`src/rtl/seq_alu_pkg.sv`:
```
// Shared types for the sequential ALU: opcodes, operand-A source encodings, FSM states.
// The MUL state exists only when SEQ_ALU_MUL_EN is defined.
package seq_alu_pkg;

    typedef enum logic [3:0] {
        OP_PASS = 4'd0,
        OP_ADD  = 4'd1,
        OP_SUB  = 4'd2,
        OP_AND  = 4'd3,
        OP_OR   = 4'd4,
        OP_XOR  = 4'd5,
        OP_NOT  = 4'd6,
        OP_SHL  = 4'd7,
        OP_SHR  = 4'd8,
        OP_MUL  = 4'd9
    } op_e;

    localparam logic [2:0] SEL_PERSIST = 3'b100;
    localparam logic [2:0] SEL_LOAD    = 3'b010;
    localparam logic [2:0] SEL_CLEAR   = 3'b001;

    typedef enum logic [1:0] {
        ST_IDLE = 2'd0,
        ST_EXEC = 2'd1
`ifdef SEQ_ALU_MUL_EN
        ,
        ST_MUL  = 2'd2
`endif
    } state_e;

endpackage

```
`src/rtl/seq_alu_mul.sv`:
```
// WIDTH-step shift-add multiplier. Operands load on start; one partial product per cycle.
// done is high in the cycle whose closing edge completes the last step; product is valid then.
module seq_alu_mul #(
    parameter int WIDTH = 8
) (
    input  logic                 clk,
    input  logic                 reset,
    input  logic                 start,
    input  logic [WIDTH-1:0]     a,
    input  logic [WIDTH-1:0]     b,
    output logic                 done,
    output logic [2*WIDTH-1:0]   product
);

    localparam int CW = $clog2(WIDTH);

    logic [2*WIDTH-1:0] mcand_q, mcand_d;
    logic [WIDTH-1:0]   mplier_q, mplier_d;
    logic [2*WIDTH-1:0] acc_q, acc_d;
    logic [CW-1:0]      cnt_q, cnt_d;
    logic               running_q, running_d;

    always_comb begin
        mcand_d   = mcand_q;
        mplier_d  = mplier_q;
        acc_d     = acc_q;
        cnt_d     = cnt_q;
        running_d = running_q;
        if (start) begin
            mcand_d   = {{WIDTH{1'b0}}, a};
            mplier_d  = b;
            acc_d     = '0;
            cnt_d     = '0;
            running_d = 1'b1;
        end else if (running_q) begin
            if (mplier_q[0]) begin
                acc_d = acc_q + mcand_q;
            end
            mcand_d  = mcand_q << 1;
            mplier_d = mplier_q >> 1;
            cnt_d    = cnt_q + 1'b1;
            if (cnt_q == CW'(WIDTH - 1)) begin
                running_d = 1'b0;
            end
        end
    end

    // The final step's sum is handed out combinationally so the caller can
    // register it on the same edge that finishes the multiply.
    assign done    = running_q && (cnt_q == CW'(WIDTH - 1));
    assign product = acc_d;

    always_ff @(posedge clk) begin
        if (reset) begin
            mcand_q   <= '0;
            mplier_q  <= '0;
            acc_q     <= '0;
            cnt_q     <= '0;
            running_q <= 1'b0;
        end else begin
            mcand_q   <= mcand_d;
            mplier_q  <= mplier_d;
            acc_q     <= acc_d;
            cnt_q     <= cnt_d;
            running_q <= running_d;
        end
    end

endmodule

```
`src/rtl/seq_alu.sv`:
```
// Sequential accumulator ALU with start/busy/done handshake and registered flags.
// Define SEQ_ALU_MUL_EN to build the multi-cycle multiplier; otherwise op 9 is illegal.
module seq_alu
    import seq_alu_pkg::*;
#(
    parameter int WIDTH = 8,
    parameter int OPW   = 4
) (
    input  logic             clk,
    input  logic             reset,
    input  logic [2:0]       in_sel,
    input  logic [WIDTH-1:0] num1,
    input  logic [WIDTH-1:0] num2,
    input  logic [OPW-1:0]   op,
    input  logic             start,
    output logic             busy,
    output logic             done,
    output logic [WIDTH-1:0] out,
    output logic             carry,
    output logic             zero,
    output logic             err,
    output logic [1:0]       state_dbg
);

    localparam int SHW = $clog2(WIDTH);

    state_e           state_q, state_d;
    logic [WIDTH-1:0] a_q, a_d;
    logic [WIDTH-1:0] b_q, b_d;
    logic [3:0]       op_q, op_d;
    logic             illegal_q, illegal_d;
    logic [WIDTH-1:0] out_q, out_d;
    logic             carry_q, carry_d;
    logic             zero_q, zero_d;
    logic             err_q, err_d;
    logic             done_q, done_d;

    logic [WIDTH-1:0] a_sel;
    logic             sel_ok;
    logic             op_ok;
    logic [3:0]       op_lo;
    logic [WIDTH-1:0] alu_res;
    logic             alu_c;
    logic [SHW-1:0]   sh;

    always_comb begin
        sel_ok = 1'b1;
        a_sel  = '0;
        case (in_sel)
            SEL_PERSIST: a_sel = out_q;
            SEL_LOAD:    a_sel = num1;
            SEL_CLEAR:   a_sel = '0;
            default:     sel_ok = 1'b0;
        endcase
        op_lo = 4'(op);
`ifdef SEQ_ALU_MUL_EN
        op_ok = (int'(op) <= int'(OP_MUL));
`else
        op_ok = (int'(op) <= int'(OP_SHR));
`endif
    end

    assign sh = b_q[SHW-1:0];

    always_comb begin
        alu_res = a_q;
        alu_c   = 1'b0;
        case (op_q)
            OP_PASS: alu_res = a_q;
            OP_ADD:  {alu_c, alu_res} = {1'b0, a_q} + {1'b0, b_q};
            OP_SUB:  {alu_c, alu_res} = {1'b0, a_q} - {1'b0, b_q};
            OP_AND:  alu_res = a_q & b_q;
            OP_OR:   alu_res = a_q | b_q;
            OP_XOR:  alu_res = a_q ^ b_q;
            OP_NOT:  alu_res = ~a_q;
            // One guard bit past the data catches the last bit shifted out.
            OP_SHL:  {alu_c, alu_res} = {1'b0, a_q} << sh;
            OP_SHR:  {alu_res, alu_c} = {a_q, 1'b0} >> sh;
            default: alu_res = a_q;
        endcase
    end

`ifdef SEQ_ALU_MUL_EN
    logic                 mul_go;
    logic                 mul_done;
    logic [2*WIDTH-1:0]   mul_product;

    assign mul_go = start && (state_q == ST_IDLE) && sel_ok && op_ok && (op_lo == OP_MUL);

    seq_alu_mul #(.WIDTH(WIDTH)) u_mul (
        .clk     (clk),
        .reset   (reset),
        .start   (mul_go),
        .a       (a_sel),
        .b       (num2),
        .done    (mul_done),
        .product (mul_product)
    );
`endif

    always_comb begin
        state_d   = state_q;
        a_d       = a_q;
        b_d       = b_q;
        op_d      = op_q;
        illegal_d = illegal_q;
        out_d     = out_q;
        carry_d   = carry_q;
        zero_d    = zero_q;
        err_d     = err_q;
        done_d    = 1'b0;
        case (state_q)
            ST_IDLE: begin
                if (start) begin
                    a_d       = a_sel;
                    b_d       = num2;
                    op_d      = op_lo;
                    illegal_d = !(sel_ok && op_ok);
                    state_d   = ST_EXEC;
`ifdef SEQ_ALU_MUL_EN
                    if (mul_go) begin
                        state_d = ST_MUL;
                    end
`endif
                end
            end
            ST_EXEC: begin
                done_d  = 1'b1;
                state_d = ST_IDLE;
                if (illegal_q) begin
                    carry_d = 1'b0;
                    err_d   = 1'b1;
                end else begin
                    out_d   = alu_res;
                    carry_d = alu_c;
                    zero_d  = (alu_res == '0);
                    err_d   = 1'b0;
                end
            end
`ifdef SEQ_ALU_MUL_EN
            ST_MUL: begin
                if (mul_done) begin
                    done_d  = 1'b1;
                    state_d = ST_IDLE;
                    out_d   = mul_product[WIDTH-1:0];
                    carry_d = |mul_product[2*WIDTH-1:WIDTH];
                    zero_d  = (mul_product[WIDTH-1:0] == '0);
                    err_d   = 1'b0;
                end
            end
`endif
            default: state_d = ST_IDLE;
        endcase
    end

    always_ff @(posedge clk) begin
        if (reset) begin
            state_q   <= ST_IDLE;
            a_q       <= '0;
            b_q       <= '0;
            op_q      <= '0;
            illegal_q <= 1'b0;
            out_q     <= '0;
            carry_q   <= 1'b0;
            zero_q    <= 1'b1;
            err_q     <= 1'b0;
            done_q    <= 1'b0;
        end else begin
            state_q   <= state_d;
            a_q       <= a_d;
            b_q       <= b_d;
            op_q      <= op_d;
            illegal_q <= illegal_d;
            out_q     <= out_d;
            carry_q   <= carry_d;
            zero_q    <= zero_d;
            err_q     <= err_d;
            done_q    <= done_d;
        end
    end

    assign busy      = (state_q != ST_IDLE);
    assign done      = done_q;
    assign out       = out_q;
    assign carry     = carry_q;
    assign zero      = zero_q;
    assign err       = err_q;
    assign state_dbg = state_q;

endmodule

```
`config.mk`:
```
export PLATFORM = sky130hd
export DESIGN_NAME = seq_alu
export DESIGN_NICKNAME = d
export VERILOG_FILES = /design/src/rtl/seq_alu_pkg.sv /design/src/rtl/seq_alu_mul.sv /design/src/rtl/seq_alu.sv
export SDC_FILE = /design/constraint.sdc
export NUM_CORES = 1
export LEC_CHECK = 0
export CAP_MARGIN = 20
export CORE_MARGIN = 2
export CORE_UTILIZATION = 40
export CTS_CLUSTER_DIAMETER = 60
export DETAILED_ROUTE_END_ITERATION = 12
export GPL_TIMING_DRIVEN = 0
export HOLD_SLACK_MARGIN = 0.03
export PLACE_DENSITY_LB_ADDON = 0.25
export SYNTH_ARGS = -nofsm -noshare
export SYNTH_HDL_FRONTEND = slang
export SYNTH_SLANG_ARGS = --single-unit
```
`constraint.sdc`:
```
create_clock -name clk -period 4 [get_ports clk]
set_input_delay 0.6 -clock clk [delete_from_list [all_inputs] [get_ports clk]]
set_output_delay 0.6 -clock clk [all_outputs]
set_load 0.005 [all_outputs]
```
# Word level (Yosys, flattened, before mapping)
# Cells that the tools add are included.
# classes
order_cmp	1
n_eq_ne	11
add_sub_neg	2
reduce_logical	8
n_shift	2
n_bitwise	6
n_mux	7
# op_table
cell	count
$pmux W8 S8	1
$eq A4 B3 Y1 const B	4
$pmux W8 S2	1
$add A8 B8 Y9	1
$shl A8 B3 Y9	1
$shr A9 B3 Y9	1
$sub A8 B8 Y9	1
$and A8 B8 Y8	1
$eq A4 B2 Y1 const B	2
$logic_not A8 Y1	1
$not A8 Y8	1
$or A8 B8 Y8	1
$xor A8 B8 Y8	1
$eq A4 B1 Y1 const B	1
$eq A4 B4 Y1 const B	1
$le A4 B4 Y1 const B	1
$mux W1	4
$pmux W1 S4	1
$reduce_and A2 Y1	2
$eq A3 B1 Y1 const B	1
$eq A3 B2 Y1 const B	1
$eq A3 B3 Y1 const B	1
$reduce_or A3 Y1	1
$logic_not A2 Y1	1
4 further kinds	5
# totals
output_inout_bits	15
input_bits	26
word_cells	47
reg_bits	34

# Longest topological paths before layout
# Gate-level depths: netlist of run 1.
# depth
depth_word	5
ltp_mapped	11
depth_no_buf	11

# Worst setup path before layout of run 1
# Ideal clock, no wire load.
# synth_timing
path_type	reg-to-reg
start	reg b_q[1]
end	reg zero_q (netlist: zero)
path_slack_ps	1365
arrival_time_ps	2548
stages_incl_launch_ff	11
setup_ps	87
path_buffers	2
required_time_ps	3913
period_less_slack_ps	2635
path_cell_list	dfxtp_1 > buf_2 > buf_2 > inv_1 > ha_1 > or2_2 > a221oi_1 > mux2i_1 > o22ai_1 > o32a_1 > o31ai_1
# synth_between
elab_chain_len	3
word_cells_on_any_way	9
classes_between	2 x add/sub; 2 x shift; 1 x mux; 3 x bitwise; 1 x reduce/logical
# synth_rtl
element	line	source
from (decl)	seq_alu.sv:29	logic [WIDTH-1:0] b_q, b_d;
from (signal assigned)	seq_alu.sv:160	b_q <= '0;
from (signal assigned)	seq_alu.sv:171	b_q <= b_d;
$sub A8 B8 Y9 (tied with other cells)	seq_alu.sv:71	OP_SUB: {alu_c, alu_res} = {1'b0, a_q} - {1'b0, b_q};
$pmux W8 S8 *	seq_alu.sv:68	case (op_q)
$logic_not A8 Y1 *	seq_alu.sv:136	zero_d = (alu_res == '0);
to (signal assigned)	seq_alu.sv:176	zero_q <= zero_d;
to (decl)	seq_alu.sv:34	logic zero_q, zero_d;
# Mark *: on every way between the ends. The rest lies on a longest branch, timed or not.
# A chain may end at the register's enable or synchronous reset.

# Worst setup path in the final report of run 1
# layout_timing
start	reg a_q[1]
end	reg zero_q (netlist: zero)
# layout_between
elab_chain_len	3
word_cells_on_any_way	10
classes_between	2 x add/sub; 2 x shift; 1 x mux; 4 x bitwise; 1 x reduce/logical
# layout_rtl
element	line	source
from (decl)	seq_alu.sv:28	logic [WIDTH-1:0] a_q, a_d;
from (signal assigned)	seq_alu.sv:159	a_q <= '0;
from (signal assigned)	seq_alu.sv:170	a_q <= a_d;
$sub A8 B8 Y9 (tied with other cells)	seq_alu.sv:71	
$pmux W8 S8 *	seq_alu.sv:68	
$logic_not A8 Y1 *	seq_alu.sv:136	
# Marks and branches as above.

==> metrics, run 1 <==
outcome=finished, final reports clean; worst path required time=between 4 and 5 ns; area occupied by multi-input gates=2560 um^2; max_slew headroom=roughly a third; Final GP Congestion=0.962; sequential share of the synthesized area=19.1%; DR WL/cell=19.9 um; Critical R2R Capture=zero; post_cts resized=0; Post-synth EDFFs=0; die height=98.5 um; max-cap violations=0; RR Startpoint=a_q[1]; Post-Place Worst Slack=between 0.6 and 0.7 ns; Initial Util=41.1%; H-tree depth=2; DIE AREA=9700 um^2; Final Cycle Share=84.8%; DIE WIDTH=98.5 um; Iteration-0 DRC Markers=365; ANT cells=0; CP max stage delay=0.47 ns; CTS Buf Count=5; Worst Hold Launch=b_q[7]; Root Buffer=clkbuf_8; row count=34; Slew @ Worst Pin=between 0.9 and 1 ns; layout cells sized above 1=10.5%; largest net degree at the start of global routing=12; Final WS setup=0.610 ns; type of origin of the critical path=flop; first drt pass iteration count=7; RSZ-0062 raised after global routing=no; CP Class=reg -> reg; cts hold-fix bufs=0; Ys Warns=0; leakage power=1.54 nW; PortBufs=39; synthesized instance count=458; Post-Route WL=12.3 mm; Syn Std Cell Area=3570 um^2; critical path, cell by cell=clkbuf_1 -> inv_1 -> fa_1 -> nand2b_1 -> a211oi_1 -> mux2i_1 -> a221o_1 -> o22ai_1 -> nand4_1 -> o31ai_1; vias=3,762; antenna violations before repair=0; Synth Register Bits=34; Total GRT Usage=25.4%; Peak supply drop=0.000218 V; vias in the first global route=3,654; gr ovfl total=0; Yosys cell types=74; Hold EP=b_q[7]; Slowest cell on crit path=fa_1; nets=560; Synth Flop Type=dfxtp_1; CTS clk-pin slew, worst paths=roughly 0.08 ns; number of fill cells in the layout=909; Hold Path Class=reg -> reg; Async S/R FF share, synth=0%; routed vias/inst=about 6; clock sinks=34; Worst Path Max Fanout=10; Hold Fails Final Rpt=0; register area=681 um^2; Syn Nets=512; hold depth=2; CTS tree=built; hpwl dp=9.46 mm; fin crit period=between 3 and 4 ns; Skew-Pair Late Insertion Delay=0.29 ns; mean post-synth cell area=7.79 um^2; Fmax=295 MHz; Final ANT Viol Nets=0; Critical Path AT=3.60 ns; FF-to-FF setup slack=0.61 ns; PD cells=258 nW/um^2; r2r worst-path depth=10; Core Area=between 8000 and 9000 um^2; first-pass GRT wire length=19.8 mm; Max Slew Vio Count=0; Post-CTS Setup Bufs=0; Setup Skew=0.00958 ns; Area growth syn-to-layout=19.0%; IO Count=between 40 and 50; final setup violation count=0; setup_tns=0 ns; CTS Buffer Depth=2; crit end category=flop; drt drc=0
## cell usage in the layout, fill, tap and decap left out, types with 10 or more instances in the layout
master,Yosys,routed
ha_1,26,26
nand2_1,49,49
a21oi_1,33,33
nor2_1,35,35
inv_1,27,27
clkbuf_1,18,18
mux2i_1,18,18
a22oi_1,12,12
buf_2,15,17
nor2b_1,11,11
nand2b_1,12,12
o21ai_0,16,16
dfxtp_1,34,34
clkdlybuf4s50_1,0,39
a22o_1,10,10
## worst max-delay path by stage
| stage | to | cells after the start | slack, ns | start |
|---|---|---|---|---|
| after floorplan | zero | 10 | 1.37 | b_q[1] |
| final | zero | 10 | 0.61 | a_q[1] |
| after detailed placement | zero | 10 | 0.67 | a_q[1] |
| after global placement | zero | 10 | 0.59 | a_q[1] |
| after global routing | zero | 10 | 0.37 | a_q[1] |
| after CTS | zero | 10 | 0.64 | a_q[1] |
## sequential cells by signal, summed over array words and instances, names as in the netlist
signal and flops:
a_q 8, b_q 8, carry 1, done 1, err 1, illegal_q 1, op_q 4, out 8
state_dbg 1, zero 1
## stage by stage
step,cells,power (mW),hold slack [ns],area (um^2),util (%)
6_report,615,1.09,0.490,4250,48.9
5_1_grt,615,1.14,0.519,4250,48.9
4_1_cts,615,1.09,0.492,4250,48.9
3_5_place_dp,607,0.698,0.476,4110,47.3
3_3_place_gp,605,0.694,0.469,4100,47.2
2_1_floorplan,458,0.585,0.453,3570,-
## metal layers
| metal | vias to the layer above | global-route usage [%] | part of all wire [%] |
|---|---|---|---|
| met1 | 1779 | 34.2 | 43 |
| met5 | - | 0 | 0 |
| met3 | 24 | 2.91 | 7.3 |
| li1 | 1763 | - | - |
| met4 | 0 | 7.80 | 2.6 |
| met2 | 196 | 42.9 | 47 |
## kinds of logic after synthesis
kind of cell / after synthesis / share of synthesized area, %
AND/OR/NAND/NOR: 156 / 22.6
XOR/XNOR: 7 / 1.72
flip-flops: 34 / 19.1
adder cells (fa/ha/maj): 28 / 10.2
AO/OA/AOI/OAI: 132 / 25.8
multiplexers: 29 / 11.4
other: 1 / 0.105
buffers and inverters: 71 / 9.08
## final cells by class
cell class | count | share of cell area [%]
multi-input combinational | 353 | 60.4
sequential | 34 | 16.0
timing repair buffer | 41 | 9.43
buffer | 43 | 5.15
tap | 108 | 3.18
inverter | 28 | 2.47
clock buffer | 6 | 1.94
clock inverter | 2 | 1.41
## report_power, final
part	switching [mW]	leakage [nW]	total, mW	internal, mW
Sequential	0.0175	0.278	0.372	0.354
Clock	0.130	0.0714	0.396	0.266
Combinational	0.183	1.19	0.327	0.144
## synthesized netlist by cell type, types with 3 or more instances
cell / n / share of area (%)
nand2_1: 49 / 5.2
nor2_1: 35 / 3.7
dfxtp_1: 34 / 19
a21oi_1: 33 / 4.6
inv_1: 27 / 2.8
ha_1: 26 / 9.1
clkbuf_1: 18 / 1.9
mux2i_1: 18 / 5.0
o21ai_0: 16 / 2.2
buf_2: 15 / 2.1
a22oi_1: 12 / 2.5
nand2b_1: 12 / 2.1
nor2b_1: 11 / 1.9
a22o_1: 10 / 2.5
a211oi_1: 9 / 1.9
mux4_2: 9 / 5.7
nor3_1: 7 / 0.98
buf_4: 6 / 1.3
nand3_1: 6 / 0.84
nor3b_1: 6 / 1.3
xnor2_1: 6 / 1.5
o22ai_1: 5 / 0.88
o221ai_1: 4 / 0.98
o31ai_1: 4 / 0.84
a31oi_1: 3 / 0.53
and3_1: 3 / 0.53
nor4_1: 3 / 0.53
or3_1: 3 / 0.53
## worst max-delay path, delay by kind of cell (launching register included)
family	cells	cell delay, ns
flops	1	0.44
simple gates	2	0.33
fa+ha+maj	1	0.47
compound gates	4	1.26
mux	1	0.15
buf+inv	2	0.67
(Power assumes the default switching activity.)
==> inputs of run 2 (changes only) <==
- clock period: 4 -> 3.3 ns (I/O delays scaled with it)
==> run 2 against run 1 <==
  * Wire length grew 0.47%
  * Via count increased by 0.96%
  * Register-to-register slack lost 0.38 ns
  * Largest cell class unchanged
  * Sequential share of layout area decreased by 0.14 points
  * Maximum frequency up 10%
  * Non-clock buffer count stayed put
  * Clock power grew 21%
  * Utilization rose by 0.45 points
  * Total power is 22% higher
  * Clock skew rose by 0.0016 ns
  * Largest power group unchanged
==> metrics, run 2 (synthesis results as in run 1) <==
outcome=finished, final reports clean; RSZ-0062 raised after global routing=no; RR Startpoint=b_q[2]; Hold Path Class=reg -> reg; commonest non-fill, non-tap cell in the layout=nand2_1; Max Slew Vio Count=0; NetSw=405 uW; met2 Use GR=42.9%; max-cap violations=0; DIE AREA=9700 um^2; CP Class=reg -> reg; DR WL/cell=20.0 um; PortBufs=39; met1 Use GR=34.1%; register area=681 um^2; Peak supply drop=~0.00026 V; FF-to-FF setup slack=between 0.2 and 0.25 ns; row count=34; first drt pass iteration count=5; Final GP Congestion=0.962; type of origin of the critical path=flop; Initial Util=around two fifths; Hold EP=b_q[7]; IO Count=41; CTS tree=built; antenna violations before repair=0; Comb pwr share=a little under a third; GRT met3 Usage=2.91%; internal cell power=slightly above 900 uW; clock power share=36.0%; crit end category=flop; drt drc=0; Worst Path Max Fanout=11; vias in the first global route=between 3,000 and 4,000; Skew-Pair Late Insertion Delay=~0.29 ns; most frequent cells in the layout=49 x nand2_1, 39 x clkdlybuf4s50_1, 35 x nor2_1; switching share of power=between 30% and 40%; Area growth syn-to-layout=20.1%; Hold Fails Final Rpt=0; ANT cells=0; vias=3,798; PD cells=roughly 310 nW/um^2; leakage power=1.57 nW; die height=98.5 um; first-pass GRT wire length=19.8 mm; Core Area=8680 um^2; hold depth=2; Final WS setup=roughly 0.23 ns; worst path required time=3.51 ns; Final Cycle Share=slightly above 90%; final setup violation count=0; Final ANT Viol Nets=0; H-tree depth=2; hpwl dp=9.46 mm; r2r worst-path depth=10; Critical R2R Capture=zero; Root Buffer=clkbuf_8; nets=560; CTS Buffer Depth=2; routed vias/inst=6.18; Post-Place Worst Slack=-0.0326 ns; number of fill cells in the layout=910; Iteration-0 DRC Markers=roughly 330; CTS Buf Count=5; Total GRT Usage=25.4%; layout cells sized above 1=approximately 12%; Critical Path AT=~3.3 ns; Sequential Power Share=33.8%; DIE WIDTH=98.5 um; area occupied by multi-input gates=2590 um^2; max_slew headroom=33.2%; fin crit period=around 3.1 ns; Post-Route WL=between 10 and 15 mm; gr ovfl total=0; GRT busiest layer=met2; Setup Skew=0.0112 ns; clock sinks=34; Slew @ Worst Pin=just under 1 ns; CTS clk-pin slew, worst paths=~0.08 ns; Worst Hold Launch=b_q[7]; Fmax=325 MHz; largest net degree at the start of global routing=12; Layout Utilization=49.4%
[run 2: cell count changes in the layout (fill, tap and decap cells not counted), sizes merged]
cell / before / now
clkinvlp: 0 / 1
clkinv: 1 / 0
[run 2: area by class of cell]
| type | count | share of cell area [%] |
|---|---|---|
| clock buffers | 6 | 1.93 |
| inverters | 28 | 2.54 |
| well taps | 108 | 3.15 |
| flip-flops and latches | 34 | 15.9 |
| clock inverters | 2 | 1.40 |
| repair buffers | 41 | 9.34 |
| multi-input cells | 353 | 60.5 |
| plain buffers | 43 | 5.22 |
[run 2: how the worst max path moves through the flow]
| stage | startpoint | endpoint | slack (ns) |
|---|---|---|---|
| after global routing | b_q[2] | carry | 0.01 |
| final | b_q[2] | zero | 0.23 |
| after CTS | b_q[1] | zero | 0.01 |
| after global placement | a_q[1] | zero | -0.11 |
| after floorplan | b_q[1] | zero | 0.67 |
| after detailed placement | a_q[1] | zero | -0.03 |
[run 2: timing repair]
action                                  CTS  global route
setup buffers                             0             0
pin swaps                                 0             0
endpoints found under the setup margin    1             6
hold buffers                              0             0
cloned                                    0             0
resized for setup                         1            13
[run 2: through the flow]
step	total power, mW	instances	hold WS (ns)	setup TNS, ns	cell area [um^2]
final	1.34	615	0.486	0	4290
after global routing	1.39	615	0.519	0	4290
after CTS	1.32	615	0.492	0	4250
after detailed placement	0.846	607	0.476	-0.0326	4110
after global placement	0.841	605	0.469	-0.112	4100
after floorplan	0.709	458	0.453	0	3570
[run 2: worst max-delay path, stage by stage (launching register included)]
cell	delay, ns
dfxtp_1	0.53
clkinvlp_4	0.32
ha_1	0.33
buf_2	0.17
nand2b_1	0.17
a211oi_1	0.38
mux2i_1	0.15
a221o_1	0.38
o22ai_2	0.22
nand4_1	0.15
o31ai_1	0.20
[run 2: power groups by stage]
stage	clock, mW	sequential [mW]	combinational, mW
3_5_place_dp	0	0.459	0.387
6_report	0.480	0.451	0.404
4_1_cts	0.484	0.450	0.390
5_1_grt	0.500	0.453	0.436
3_3_place_gp	0	0.459	0.381
2_1_floorplan	0	0.453	0.256
[run 2: metal layers]
| layer | part of all wire [%] | vias to the layer above |
|---|---|---|
| li1 | - | 1758 |
| met1 | 44 | 1818 |
| met2 | 46 | 193 |
| met3 | 6.7 | 29 |
| met4 | 2.8 | 0 |
| met5 | 0 | - |
